<file path="src/rtl/uart_seq_tx_if.sv">
// Valid/ready write port that feeds bytes into the uart_seq_tx queue.
interface uart_seq_tx_if #(
    parameter int DATA_BITS = 8
);
    logic [DATA_BITS-1:0] tx_data;
    logic                 tx_valid;
    logic                 tx_ready;

    modport master (output tx_data, output tx_valid, input tx_ready);
    modport slave  (input tx_data, input tx_valid, output tx_ready);
endinterface

</file>
<file path="src/rtl/uart_seq_tx.sv">
// Buffered UART transmitter: a FIFO of queued words serialised back-to-back
// as start / data (LSB first) / optional parity / stop frames on uart_txd.
module uart_seq_tx #(
    parameter int MAIN_FRE   = 100,
    parameter int BAUD       = 115200,
    parameter int CLK_DIV    = MAIN_FRE * 1000000 / BAUD,
    parameter int DATA_BITS  = 8,
    parameter int PARITY     = 0,
    parameter int STOP_BITS  = 1,
    parameter int FIFO_DEPTH = 8
) (
    input  logic                          sys_clk,
    input  logic                          sys_rst,
    uart_seq_tx_if.slave                  wr,
    output logic                          uart_txd,
    output logic                          busy,
    output logic                          tx_done,
    output logic [$clog2(FIFO_DEPTH):0]   fifo_level
);

    localparam int AW = $clog2(FIFO_DEPTH);
    localparam int CW = $clog2(CLK_DIV);

    typedef enum logic [2:0] {IDLE, START, DATA, PAR, STOP} state_t;

    state_t               state_q, state_d;
    logic [CW-1:0]        cnt_q;
    logic [3:0]           bit_q, bit_d;
    logic [DATA_BITS-1:0] shift_q, shift_d;
    logic                 par_q, par_d;
    logic                 txd_d;

    logic [DATA_BITS-1:0] mem [FIFO_DEPTH];
    logic [AW-1:0]        wr_ptr, rd_ptr;
    logic [AW:0]          level_q;

    logic push, pop, bit_end, fifo_nempty;

    assign wr.tx_ready = (level_q != (AW + 1)'(FIFO_DEPTH));
    assign push        = wr.tx_valid && wr.tx_ready;
    assign fifo_nempty = (level_q != '0);
    assign bit_end     = (cnt_q == CW'(CLK_DIV - 1));
    assign busy        = (state_q != IDLE);
    assign fifo_level  = level_q;

    // NOTE: every combinational output gets a default first, so no path through
    // the case statement leaves a variable unassigned and a latch is inferred.
    always_comb begin
        state_d = state_q;
        bit_d   = bit_q;
        shift_d = shift_q;
        par_d   = par_q;
        pop     = 1'b0;
        tx_done = 1'b0;

        case (state_q)
            IDLE: begin
                if (fifo_nempty) begin
                    pop     = 1'b1;
                    state_d = START;
                end
            end
            START: begin
                if (bit_end) begin
                    state_d = DATA;
                    bit_d   = '0;
                end
            end
            DATA: begin
                if (bit_end) begin
                    if (bit_q == 4'(DATA_BITS - 1)) begin
                        bit_d   = '0;
                        state_d = (PARITY != 0) ? PAR : STOP;
                    end else begin
                        bit_d   = bit_q + 4'd1;
                        shift_d = shift_q >> 1;
                    end
                end
            end
            PAR: begin
                if (bit_end) begin
                    state_d = STOP;
                    bit_d   = '0;
                end
            end
            STOP: begin
                if (bit_end && bit_q == 4'(STOP_BITS - 1)) begin
                    tx_done = 1'b1;
                    // Chain straight into the next frame so the line has no idle gap.
                    if (fifo_nempty) begin
                        pop     = 1'b1;
                        state_d = START;
                    end else begin
                        state_d = IDLE;
                    end
                end else if (bit_end) begin
                    bit_d = bit_q + 4'd1;
                end
            end
            default: state_d = IDLE;
        endcase

        if (pop) begin
            shift_d = mem[rd_ptr];
            par_d   = (^mem[rd_ptr]) ^ (PARITY == 1);
            bit_d   = '0;
        end

        case (state_d)
            START:   txd_d = 1'b0;
            DATA:    txd_d = shift_d[0];
            PAR:     txd_d = par_q;
            default: txd_d = 1'b1;
        endcase
    end

    // NOTE: sequential state uses non-blocking assignments so every register
    // samples pre-edge values regardless of statement order.
    always_ff @(posedge sys_clk) begin
        if (!sys_rst) begin
            state_q  <= IDLE;
            cnt_q    <= '0;
            bit_q    <= '0;
            shift_q  <= '0;
            par_q    <= 1'b0;
            uart_txd <= 1'b1;
            wr_ptr   <= '0;
            rd_ptr   <= '0;
            level_q  <= '0;
        end else begin
            state_q  <= state_d;
            bit_q    <= bit_d;
            shift_q  <= shift_d;
            par_q    <= par_d;
            uart_txd <= txd_d;

            if (state_q == IDLE || bit_end || pop) cnt_q <= '0;
            else                                   cnt_q <= cnt_q + CW'(1);

            if (push) wr_ptr <= wr_ptr + AW'(1);
            if (pop)  rd_ptr <= rd_ptr + AW'(1);

            case ({push, pop})
                2'b10:   level_q <= level_q + (AW + 1)'(1);
                2'b01:   level_q <= level_q - (AW + 1)'(1);
                default: level_q <= level_q;
            endcase
        end
    end

    // NOTE: the storage array is deliberately not reset; the pointers and level
    // define which entries are valid, and a resettable array costs a mux per bit.
    always_ff @(posedge sys_clk) begin
        if (push) mem[wr_ptr] <= wr.tx_data;
    end

endmodule

</file>
<file path="src/flat_wrapper.sv">
// flat-port wrapper written by rule: the top's interface ports become plain ports
module uart_seq_tx_flat 
#(
    parameter int MAIN_FRE   = 100,
    parameter int BAUD       = 115200,
    parameter int CLK_DIV    = MAIN_FRE * 1000000 / BAUD,
    parameter int DATA_BITS  = 8,
    parameter int PARITY     = 0,
    parameter int STOP_BITS  = 1,
    parameter int FIFO_DEPTH = 8
)
  (sys_clk, sys_rst, uart_txd, busy, tx_done, fifo_level, wr_tx_data, wr_tx_valid, wr_tx_ready);
  uart_seq_tx_if #(.DATA_BITS(DATA_BITS)) wr_i ();
  input  logic sys_clk;
  input  logic sys_rst;
  output logic uart_txd;
  output logic busy;
  output logic tx_done;
  output logic [$clog2(FIFO_DEPTH):0] fifo_level;
  input wire logic [$bits(wr_i.tx_data)-1:0] wr_tx_data;
  input wire logic [$bits(wr_i.tx_valid)-1:0] wr_tx_valid;
  output wire logic [$bits(wr_i.tx_ready)-1:0] wr_tx_ready;
  assign wr_i.tx_data = wr_tx_data;
  assign wr_i.tx_valid = wr_tx_valid;
  assign wr_tx_ready = wr_i.tx_ready;
  uart_seq_tx #(.MAIN_FRE(MAIN_FRE), .BAUD(BAUD), .CLK_DIV(CLK_DIV), .DATA_BITS(DATA_BITS), .PARITY(PARITY), .STOP_BITS(STOP_BITS), .FIFO_DEPTH(FIFO_DEPTH)) u_core (.sys_clk(sys_clk), .sys_rst(sys_rst), .wr(wr_i), .uart_txd(uart_txd), .busy(busy), .tx_done(tx_done), .fifo_level(fifo_level));
endmodule
</file>
<file path="config.mk">
export PLATFORM = sky130hd
export DESIGN_NAME = uart_seq_tx_flat
export DESIGN_NICKNAME = d
export VERILOG_FILES = /design/src/rtl/uart_seq_tx_if.sv /design/src/rtl/uart_seq_tx.sv /design/src/flat_wrapper.sv
export SDC_FILE = /design/constraint.sdc
export NUM_CORES = 1
export LEC_CHECK = 0
export CORE_MARGIN = 3
export CORE_UTILIZATION = 60
export DETAILED_ROUTE_END_ITERATION = 12
export PLACE_DENSITY = 0.76
export SLEW_MARGIN = 20
export SYNTH_ARGS = -nofsm -noshare
export SYNTH_HDL_FRONTEND = slang
export SYNTH_SLANG_ARGS = --single-unit
</file>
<file path="constraint.sdc">
create_clock -name sys_clk -period 3.8 [get_ports sys_clk]
set_input_delay 0.57 -clock sys_clk [delete_from_list [all_inputs] [get_ports sys_clk]]
set_output_delay 0.57 -clock sys_clk [all_outputs]
set_load 0.02 [all_outputs]
</file>
==> results of run 1 <==
==> layout make-up <==
| cell class | count | area, µm² | area share, % |
|---|---|---|---|
| tap | 99 | 124 | 2.33 |
| clock inverter | 7 | 86.3 | 1.63 |
| sequential | 104 | 2720 | 51.3 |
| clock buffer | 9 | 124 | 2.33 |
| timing repair buffer | 26 | 240 | 4.53 |
| inverter | 5 | 18.8 | 0.354 |
| multi-input combinational | 248 | 1990 | 37.5 |
==> synth_stat cells (all sizes together) <==
cell type / count
edfxtp: 64
dfxtp: 40
mux2i: 29
nand2: 29
xor2: 25
nor2: 23
xnor2: 19
mux4: 16
and3: 11
nand3: 10
a21oi: 9
and2: 8
ha: 8
nor2b: 8
o21ai: 8
buf: 7
clkbuf: 7
inv: 5
nand4: 5
nor3: 5
a21boi: 4
nand2b: 4
a31oi: 3
nor3b: 3
or3: 3
nand3b: 2
o22a: 2
o22ai: 2
or3b: 2
a21o: 1
a22o: 1
a41o: 1
and3b: 1
and4bb: 1
nor4: 1
o2111ai: 1
o32a: 1
o41ai: 1
or2: 1
==> worst paths after layout <==
path,endpoint,startpoint,cells after the start
max reg2reg,u_core.fifo_level[2],u_core.bit_q[0],13
max,u_core.fifo_level[2],u_core.bit_q[0],13
min,u_core.cnt_q[0],u_core.cnt_q[0],1
min reg2reg,u_core.cnt_q[0],u_core.cnt_q[0],1
==> flip-flops by register name (all words and copies together), names as in the netlist, named ones only <==
register           count
u_core.mem            64
u_core.cnt_q          10
u_core.shift_q         8
u_core.bit_q           4
u_core.fifo_level      4
u_core.rd_ptr          3
u_core.state_q         3
u_core.wr_ptr          3
u_core.par_q           1
u_core.uart_txd        1
==> where the power goes <==
part / leakage, nW / internal [mW] / switching, mW
combinational: 0.855 / 0.430 / 0.458
sequential: 0.908 / 1.32 / 0.106
clock: 0.104 / 0.318 / 0.383
==> stage by stage <==
stage	area (µm²)	power, mW
floorplan	4790	2.11
global placement	5090	2.32
detailed placement	5090	2.34
CTS	5310	3.04
global route	5310	3.19
finish	5310	3.01
==> logic make-up (layout without fill, tap and decap cells) <==
| group | after synthesis | in the layout | synth area share, % |
|---|---|---|---|
| adder cells (fa/ha/maj) | 8 | 8 | 2.09 |
| AO/OA/AOI/OAI | 34 | 34 | 4.54 |
| multiplexers | 45 | 45 | 14.0 |
| buffers and inverters | 19 | 47 | 1.80 |
| AND/OR/NAND/NOR | 117 | 117 | 12.7 |
| XOR/XNOR | 44 | 44 | 8.04 |
| flip-flops | 104 | 104 | 56.8 |
==> layer usage <==
layer | up-vias | wire (µm) | global-route usage, %
met5 | - | 0 | 0
met1 | 1410 | 4000 | 29.2
met4 | 0 | 83 | 6.16
li1 | 1414 | - | -
met3 | 8 | 353 | 4.50
met2 | 58 | 4220 | 32.9
==> impl_metrics.yaml, run 1 <==
status:
  status: "finished clean"
timing:
  worst_pin_slew_ns: 0.929
  max_freq_ghz: 0.319
  final.setup_skew_ns: 0.0106
  fin_crit_ns: 3.13
  final_hold_viol_count: 0
  slew_headroom_pct: 37.8
  setup_ws_ns: 0.666
  tns_ns: 0
  grt_setup_unrepaired: "false"
  finalCritPeriodShare_pct: 82.5
  hold_slack_ns: 0.478
  finalSetupViolCount: 0
  drv_slew: 0
worst_setup_path:
  critPathBufInv: 2
  regToRegSetupSlack_ns: 0.67
  crit_type: "reg2reg"
  cp_slowest_cell: "a21o_1"
  endpoint_kind: "flip-flop"
  arrival_ns: 3.42
  cpMostUsedCell: "ha_1"
  critical_path.max_stage_delay_ns: 0.37
  crit_required_ns: 4.09
  cp-start-kind: "flip-flop"
  cp_cell_sequence: "inv_1 > ha_1 > nor3b_1 > nand4_1 > a21o_1 > inv_2 > ha_1 > xor2_1 > ha_1 > a21oi_1 > xor2_1 > or3_1 > a21boi_0"
  worstPathMaxFanout: 14
  cp_top_family: "simple AND/OR/NAND/NOR gates"
detailed_routing:
  routedWlPerCell_um: 17.4
  drt-pass1-iter-count: 4
  drt_wl_total_um: 8660
  drc: 0
  postRouteAntennaNets: 0
  vias: 2890
  viasPerCell: 5.80
  drt-initial-drc-count: 202
power:
  irDropWorstVdd_mv: 0.342
  power.density_mw_per_mm2: 568
  cellLeakagePower_nw: 1.87
synthesis:
  synthCells: 371
  ys_top_cells_by_area: "edfxtp_1 40%, dfxtp_1 17%, mux4_2 7.0%, mux2i_1 5.6%, xor2_1 4.6%"
  yosys_warnings: 0
  ys_seq_area_share_pct: 56.8
  syn-num-nets: 390
  synth_area_per_cell_um2: 12.9
  synth_top_area_share_pct: 40.1
  syn_area_mm2: 0.00479
  synth_area_leader_cell: "edfxtp_1"
  netlist-cell-type-count: 47
  synth_seq_cells: 104
cells_and_area:
  postLayoutCoreUtil_pct: 70.9
  fillers: 519
  num_antenna_cells: 0
  area_delta_synth_final_pct: 10.7
  final_cell_mix: "64 x edfxtp_1, 40 x dfxtp_1, 29 x nand2_1"
  stdcell_count: 498
  fin_nets: 413
  final_common_cell: "edfxtp_1"
  drive_above_1_share_pct: 11.3
clock_network:
  root_buffer: "clkbuf_8"
  clock-sinks: 104
  htree_levels: 3
  clock_path_buffers: 2
  cts_buffers: 9
  post-cts-setup-buffers: 0
  cts-resized-gates: 0
  clk_latency_ns: 0.36
  holdBufCountCts: 0
  cts.clk_slew.worst_paths_ns: 0.10
  cts_tree: "done"
die:
  die_h_um: 95.4
  ioPinCount: 19
  core_area_mm2: 0.00749
  num_rows: 31
  start_util_pct: 64.0
  die_area_mm2: 0.00910
  die_w_um: 95.4
global_route:
  grt_max_degree: 21
  grt_pass1_wl_um: 14100
  grt_usage_pct: 20.8
  antenna_found_initial: 0
  grt_pass1_vias: 2805
  overflow: 0
run:
  maxCapViolCount: 0
placement:
  numPortBuffers: 18
  dp_cells: 482
  gp_congestion: 0.819
  place_worst_setup_slack_ns: 0.738
  dp_hpwl_um: 6110
min_path:
  min_path_type: "reg2reg"
(Power assumes the default switching activity.)
==> run 2: changes to the inputs <==
Clock period 3.8 ns to 3.2 ns, I/O delays scaled along.
==> impl_metrics.yaml, run 2 (same netlist as run 1, synthesis figures left out) <==
clock_network:
  cts-resized-gates: 0
  htree_levels: 3
  clock-sinks: 104
  cts.clk_slew.worst_paths_ns: 0.10
  cts_tree: "done"
  cts_buffers: 9
  root_buffer: "clkbuf_8"
  clock_path_buffers: 2
  holdBufCountCts: 0
  post-cts-setup-buffers: 0
  clk_latency_ns: 0.38
die:
  core_area_mm2: 0.00749
  die_area_mm2: 0.00910
  num_rows: 31
  die_h_um: 95.4
  ioPinCount: 19
  die_w_um: 95.4
  start_util_pct: 64.0
timing:
  slew_headroom_pct: 55.2
  tns_ns: 0
  grt_setup_unrepaired: "false"
  hold_slack_ns: 0.482
  max_freq_ghz: 0.349
  finalCritPeriodShare_pct: 89.4
  setup_ws_ns: 0.339
  fin_crit_ns: 2.86
  finalSetupViolCount: 0
  drv_slew: 0
  worst_pin_slew_ns: 0.670
  final_hold_viol_count: 0
  final.setup_skew_ns: 0.0113
cells_and_area:
  fin_nets: 417
  final_cell_mix: "64 x edfxtp_1, 40 x dfxtp_1, 29 x nand2_1"
  regMostFlops: "u_core.mem"
  num_antenna_cells: 0
  postLayoutCoreUtil_pct: 70.8
  final_cell_area_mm2: 0.00530
  final_common_cell: "edfxtp_1"
  drive_above_1_share_pct: 12.2
  area_delta_synth_final_pct: 10.7
  largest_register_ffs: 64
  fillers: 537
  largestRegisters: "u_core.mem (64), u_core.cnt_q (10), u_core.shift_q (8)"
global_route:
  antenna_found_initial: 0
  grt_pass1_wl_um: 14000
  grt_usage_pct: 20.9
  grt_pass1_vias: 2807
  grt_max_degree: 25
  overflow: 0
power:
  cellLeakagePower_nw: 1.87
  power.density_mw_per_mm2: 662
  irDropWorstVdd_mv: 0.429
detailed_routing:
  drt_wl_total_um: 8710
  routedWlPerCell_um: 17.3
  viasPerCell: 5.74
  postRouteAntennaNets: 0
  drt-pass1-iter-count: 4
  drc: 0
  drt-initial-drc-count: 158
  vias: 2880
worst_setup_path:
  crit_type: "reg2reg"
  endpoint_kind: "flip-flop"
  cp-start-kind: "flip-flop"
  arrival_ns: 3.17
  worstPathMaxFanout: 13
  crit_required_ns: 3.51
placement:
  dpl_cell_area_mm2: 0.00512
  place_worst_setup_slack_ns: 0.361
  dp_hpwl_um: 5990
  gp_congestion: 0.824
  numPortBuffers: 18
status:
  status: "finished clean"
run:
  maxCapViolCount: 0
min_path:
  min_path_type: "reg2reg"
==> run 2: cell count changes in the layout (fill, tap and decap cells not counted), sizes merged <==
cell and change:
buf +4, bufinv -1, clkinv +1
==> run 2: worst paths after layout <==
| check | from | end | slack (ns) | cells past startpoint |
|---|---|---|---|---|
| hold / removal | u_core.cnt_q[0] | u_core.cnt_q[0] | 0.48 | 1 |
| hold reg to reg | u_core.cnt_q[0] | u_core.cnt_q[0] | 0.48 | 1 |
| setup reg to reg | u_core.bit_q[0] | u_core.fifo_level[2] | 0.34 | 13 |
| setup / recovery | u_core.bit_q[0] | u_core.fifo_level[2] | 0.34 | 13 |
==> run 2: routing by layer <==
metal  track usage (%)  part of all wire [%]  vias up
met5                 0                     0        -
met2              32.5                    48       50
met1              29.7                    47     1403
li1                  -                     -     1415
met3              3.31                   3.7       12
met4              8.18                   1.6        0
==> run 2: area by class of cell <==
class                           count  area [µm²]  share of cell area [%]
Timing Repair Buffer               30         270                    5.10
Sequential cell                   104        2720                    51.3
Inverter                            5        18.8                   0.354
Tap cell                           99         124                    2.34
Clock inverter                      7        53.8                    1.01
Clock buffer                        9         124                    2.34
Multi-Input combinational cell    248        1990                    37.5
==> run 2: through the flow <==
step	power, mW	instances
global route	3.72	502
CTS	3.53	502
global placement	2.76	486
detailed placement	2.78	486
floorplan	2.50	371
finish	3.51	502
==> run 2: worst max-delay path, stage by stage, from the launching register on <==
cell,delay [ns]
dfxtp_1,0.34
inv_1,0.10
ha_1,0.14
nor3b_1,0.28
nand4_1,0.21
a21o_1,0.24
inv_2,0.20
ha_1,0.29
xor2_1,0.17
ha_1,0.15
a21oi_1,0.05
xor2_1,0.16
or3_1,0.30
a21boi_0,0.16
==> run 2: report_power, final <==
group          total, mW  switching [mW]  internal, mW
registers           1.70           0.133          1.57
clock network      0.760           0.470         0.291
logic               1.05           0.530         0.521
